===== config.mk =====
export PLATFORM = sky130hd
export DESIGN_NAME = player_anim_sequencer
export DESIGN_NICKNAME = d
export VERILOG_FILES = /design/src/rtl/player_anim_sequencer.sv
export SDC_FILE = /design/constraint.sdc
export NUM_CORES = 1
export LEC_CHECK = 0
export BUFFER_PORTS_ARGS = -buffer_cell sky130_fd_sc_hd__buf_4
export CAP_MARGIN = 10
export CORE_MARGIN = 1
export CORE_UTILIZATION = 54
export CTS_CLUSTER_SIZE = 8
export DETAILED_ROUTE_END_ITERATION = 10
export PLACE_DENSITY = 0.82
export SYNTH_ARGS = -nofsm -noshare
export SYNTH_HDL_FRONTEND = slang
export SYNTH_SLANG_ARGS = --single-unit

===== constraint.sdc =====
create_clock -name Clk -period 4.82 [get_ports Clk]
set_clock_uncertainty 0.2 [all_clocks]
set_input_delay 0.482 -clock Clk [delete_from_list [all_inputs] [get_ports Clk]]
set_output_delay 0.482 -clock Clk [all_outputs]
set_load 0.02 [all_outputs]

===== src/rtl/player_anim_sequencer.sv =====
// player_anim_sequencer: per-frame player sprite animation state and ROM frame offset
module player_anim_sequencer #(
    parameter logic [20:0] FRAME_SIZE   = 21'd3264,
    parameter logic [20:0] LEFT_OFFSET  = 21'd50620,
    parameter logic [20:0] IDLE_BASE    = 21'd0,
    parameter logic [20:0] WALK_BASE    = 21'd3264,
    parameter logic [20:0] JUMP_BASE    = 21'd22848,
    parameter logic [20:0] SHOOT_BASE   = 21'd35904,
    parameter logic [2:0]  WALK_FRAMES  = 3'd6,
    parameter logic [2:0]  JUMP_FRAMES  = 3'd4,
    parameter logic [2:0]  SHOOT_FRAMES = 3'd2,
    parameter logic [2:0]  HOLD         = 3'd4
) (
    input  logic        Clk,
    input  logic        Reset_n,
    input  logic        frame_tick,
    input  logic        moving,
    input  logic        jump,
    input  logic        fire,
    input  logic        playerDirection,
    output logic [20:0] frameOffset,
    output logic [1:0]  animState,
    output logic [2:0]  frameIndex,
    output logic        frameUpdate,
    output logic        jumpActive
);
    typedef enum logic [1:0] {IDLE, WALK, JUMP, SHOOT} stateT;

    stateT       state, nextState, exitState;
    logic [2:0]  idx, hold, nextIdx, nextHold;
    logic        dirLatched, nextDir, holdDone, seqEnd, stay;
    logic [20:0] nextBase, nextOffset;

    assign animState  = state;
    assign frameIndex = idx;

    // Next animation state/frame; every register holds its value unless frame_tick is high
    always_comb begin
        holdDone  = hold == HOLD - 3'd1;
        seqEnd    = holdDone && ((state == JUMP) ? idx == JUMP_FRAMES - 3'd1 : idx == SHOOT_FRAMES - 3'd1);
        exitState = moving ? WALK : IDLE;
        nextState = !frame_tick ? state :
                    (state == JUMP)  ? (seqEnd ? exitState : JUMP) :
                    (state == SHOOT) ? (jump ? JUMP : seqEnd ? exitState : SHOOT) :
                    jump ? JUMP : fire ? SHOOT : exitState;
        stay      = nextState == state && state != IDLE;
        nextIdx   = !frame_tick ? idx : !stay ? 3'd0 : !holdDone ? idx :
                    (state == WALK && idx == WALK_FRAMES - 3'd1) ? 3'd0 : idx + 3'd1;
        nextHold  = !frame_tick ? hold : (!stay || holdDone) ? 3'd0 : hold + 3'd1;
        nextDir   = frame_tick ? playerDirection : dirLatched;
        nextBase  = (nextState == WALK)  ? WALK_BASE :
                    (nextState == JUMP)  ? JUMP_BASE :
                    (nextState == SHOOT) ? SHOOT_BASE : IDLE_BASE;
        nextOffset = nextBase + 21'(nextIdx) * FRAME_SIZE + (nextDir ? LEFT_OFFSET : 21'd0);
    end

    // Register state and outputs together so the offset always matches the reported state
    always_ff @(posedge Clk or negedge Reset_n) begin
        if (!Reset_n) begin
            state       <= IDLE;
            idx         <= 3'd0;
            hold        <= 3'd0;
            dirLatched  <= 1'b0;
            frameOffset <= 21'd0;
            frameUpdate <= 1'b0;
            jumpActive  <= 1'b0;
        end else begin
            state       <= nextState;
            idx         <= nextIdx;
            hold        <= nextHold;
            dirLatched  <= nextDir;
            frameOffset <= nextOffset;
            frameUpdate <= frame_tick;
            jumpActive  <= nextState == JUMP;
        end
    end
endmodule


==> reports/results.txt <==
Setup-failing EPs final -> 0
Synthesized area -> 1630 um^2
Wire per inst -> 14.0 um
CP max FO -> 5
Post-DP HPWL -> 2460 um
CTS tree -> yes
WS Path Type -> flip-flop to flip-flop
Post-route DRC violation count -> 6
Buf/Inv on CP -> 1
Seq cells post-synth -> 23
Final hold vios -> 0
First-pass GRT wire length -> 5190 um
Starting DRC count in detailed routing -> 61
Hold WS -> 0.171 ns
Layout cell share with drive strength beyond 1 -> 24.2%
Dpl ws -> 0.0617 ns
GR Overflow Total -> 0
Syn_area_per_cell -> 10.2 um^2
Area of the multi-input gates -> 948 um^2
Slew headroom -> 66.4%
Top-level I/O count -> 35
Area Growth Syn to Fin -> 16.5%
Critical Path AT -> 4.60 ns
Final-stage net count -> 224
Post-synthesis async set-or-reset flop share -> 100%
Final wirelength -> 3090 um
Gr usage total -> 20.8%
Critical path's slowest cell -> dfrtp_1
Fillers -> 227
Hold wc startpoint -> frame_tick
Clock transition at path regs -> 0.12 ns
Total of max-cap violations -> 0
Initial Utilization -> 58.1%
Seq/Total Area, Yosys -> 35.3%
Sequential Area -> 576 um^2
Status -> complete, but fails checks
Crit. path cell count -> 21
Slowest stage delay, CP -> 0.42 ns
Main synth FF type -> dfrtp_1
Post-synth EDFFs -> 0
Latest clock arrival within the worst-skew pair -> 0.30 ns
Crit share post-route -> 94.6%
CTS buffer count -> 3
Failing checks -> DRC
Worst setup SP type -> flip-flop
I/O Buffers -> 29
Netlist cell types -> 38
DIE HEIGHT -> 56.9 um
Final Slew Violations -> 0
Worst Setup Slack, final -> 0.262 ns
Total Power -> 0.00106 W
Critical path capture point type -> flip-flop
Core Area -> 2810 um^2
Vias/cell -> 5.31
Row count -> 19
DRT antenna net count -> 0
Worst vdd ir -> 0.000358 V
CTS root buffer -> clkbuf_4
Min-Delay Path Class -> input port to flip-flop
Routed vias -> 1174
H-tree levels -> 1
Crit-path cells -> ha_1, ha_2, nand4b_1, o211ai_2, nand2b_4, or3_1, o221ai_2, ha_1, ha_1, ha_1, or2_2, xor2_1, fa_1, inv_1, ha_1, nand2b_1, a21oi_1, o21ai_1, nand2b_1, a31oi_1, xnor2_1
Cell Count, Final, Fillers Out -> 221
Gate count after technology mapping -> 160
Leakage -> 0.971 nW
Worst-margin pin slew -> 0.505 ns
Synth Warn # -> 0
Die footprint -> 3240 um^2
R2R cell count -> 21
CP most frequent cell -> ha_1
Placed Cells -> 214
Antenna diodes -> 0
Critical R2R Launch -> hold[1]
Pwr dens -> 559 nW/um^2
Worst EP required -> 4.86 ns
CTS Buffer Depth -> 2
Worst Hold Depth -> 1
Worst R2R Setup Slack -> 0.26 ns
Sink Count -> 23
Pin count of the biggest net entering global routing -> 24
FMAX -> 219 MHz
Initial antenna violation count -> 0
Number of global-route vias before repair -> 1176
Tmin final -> 4.56 ns
WHS Endpoint -> frameUpdate
Gp weighted congestion -> 0.791
Top Family by Delay on Critical Path -> adder cells
Crit Reg-Reg Endpoint -> frameOffset[15]
Pre-antenna DRT Iters -> 7
Die X -> 56.9 um
[what timing repair did]
action,in CTS,in global routing
hold buffers,1,0
setup buffers,0,2
hold endpoints to repair,23,0
setup endpoints to repair,0,5
resized for setup,0,7
[synth_stat cells, types with 2 or more instances]
library cell | number | area (um^2)
a21oi_1 | 7 | 35.0
nor2_1 | 5 | 18.8
nor2b_1 | 4 | 25.0
dfrtp_1 | 23 | 576
o21ai_1 | 2 | 10.0
xor2_1 | 9 | 78.8
fa_1 | 5 | 100
o21ai_0 | 3 | 15.0
buf_4 | 9 | 67.6
and2_1 | 3 | 18.8
nor3_1 | 4 | 20.0
o22ai_1 | 2 | 12.5
xnor2_1 | 4 | 35.0
nand2b_1 | 6 | 37.5
a31oi_1 | 2 | 12.5
a21boi_1 | 2 | 15.0
inv_1 | 18 | 67.6
or2_2 | 2 | 12.5
ha_1 | 21 | 263
nand3_1 | 3 | 15.0
o21a_1 | 2 | 15.0
nand2_1 | 7 | 26.3
mux2i_1 | 2 | 20.0
[layout by cell type (no fill, tap or decap), types with 2 or more instances in the layout]
master,synthesis,layout
fa_1,5,5
a31oi_1,2,2
nand2b_1,6,5
buf_4,9,31
xor2_1,9,9
nor2_1,5,5
nor3_1,4,4
clkbuf_4,0,3
o21a_1,2,2
nand2_1,7,7
o21ai_2,1,2
and2_1,3,3
nor2b_1,4,4
ha_1,21,20
or2_2,2,2
o22ai_1,2,2
dfrtp_1,23,23
a21boi_1,2,2
conb_1,1,5
o21ai_1,2,3
a21oi_1,7,7
nand3_1,3,2
xnor2_1,4,4
inv_1,18,18
mux2i_1,2,2
[per-stage QoR]
step | TNS (ns) | util (%) | cell area (um^2)
after global placement | 0 | 65.0 | 1820
after CTS | 0 | 66.3 | 1860
after floorplan | 0 | - | 1650
after global routing | -0.00162 | 67.7 | 1900
final | 0 | 67.7 | 1900
after detailed placement | 0 | 65.0 | 1820
[worst reg2reg max path, cell delays in order, from the launching register on]
cell and delay, ns:
dfrtp_1 0.42, ha_1 0.19, ha_2 0.20, nand4b_1 0.12, o211ai_2 0.15, nand2b_4 0.19
or3_1 0.35, o221ai_2 0.09, ha_1 0.27, ha_1 0.23, ha_1 0.18, or2_2 0.34
xor2_1 0.17, fa_1 0.36, inv_1 0.06, ha_1 0.24, nand2b_1 0.10, a21oi_1 0.04
o21ai_1 0.13, nand2b_1 0.11, a31oi_1 0.20, xnor2_1 0.14
[report_power, final]
group	internal [W]	switching, W	leakage (nW)
registers	0.000267	0.0000401	0.276
logic	0.000296	0.000369	0.680
clock network	0.0000323	0.0000563	0.0150
total	0.000595	0.000465	0.971
[cell families (layout without fill, tap and decap cells)]
| kind of cell | count (synthesis) | after routing | synth area share, % |
|---|---|---|---|
| buffers and inverters | 28 | 54 | 8.98 |
| adders and majority gates | 26 | 26 | 22.3 |
| DFF | 23 | 23 | 35.3 |
| xor gates and xnor gates | 13 | 13 | 6.98 |
| AOI/OAI and AO/OA | 28 | 28 | 11.9 |
| and+or+nand+nor | 39 | 39 | 13.1 |
| other | 1 | 5 | 0.230 |
| muxes | 2 | 2 | 1.23 |
[layer usage]
layer	up-vias	track usage, %	wire, um
met4	0	3.14	14
li1	580	-	-
met2	27	40.0	1680
met1	563	24.3	1280
met3	4	4.08	111
met5	-	0	0
[how the worst max path moves through the flow]
| stage | start | to |
|---|---|---|
| after global routing | hold[1] | frameOffset[15] |
| after detailed placement | hold[0] | frameOffset[15] |
| after floorplan | hold[0] | frameOffset[15] |
| after global placement | hold[0] | frameOffset[15] |
| final | hold[1] | frameOffset[15] |
| after CTS | hold[0] | frameOffset[15] |
[sequential cells by signal (all words and copies together), names as in the netlist]
name / flops
hold: 3
animState: 2
frameIndex: 3
jumpActive: 1
frameOffset: 13
frameUpdate: 1
[area by class of cell]
class | count | share of cell area [%]
Clock buffer | 4 | 1.38
Inverter | 18 | 3.56
Multi-Input combinational cell | 113 | 49.9
Sequential cell | 23 | 30.3
Tap cell | 31 | 2.04
Timing Repair Buffer | 32 | 12.8
Note: power is estimated with default switching activity, not from simulation.
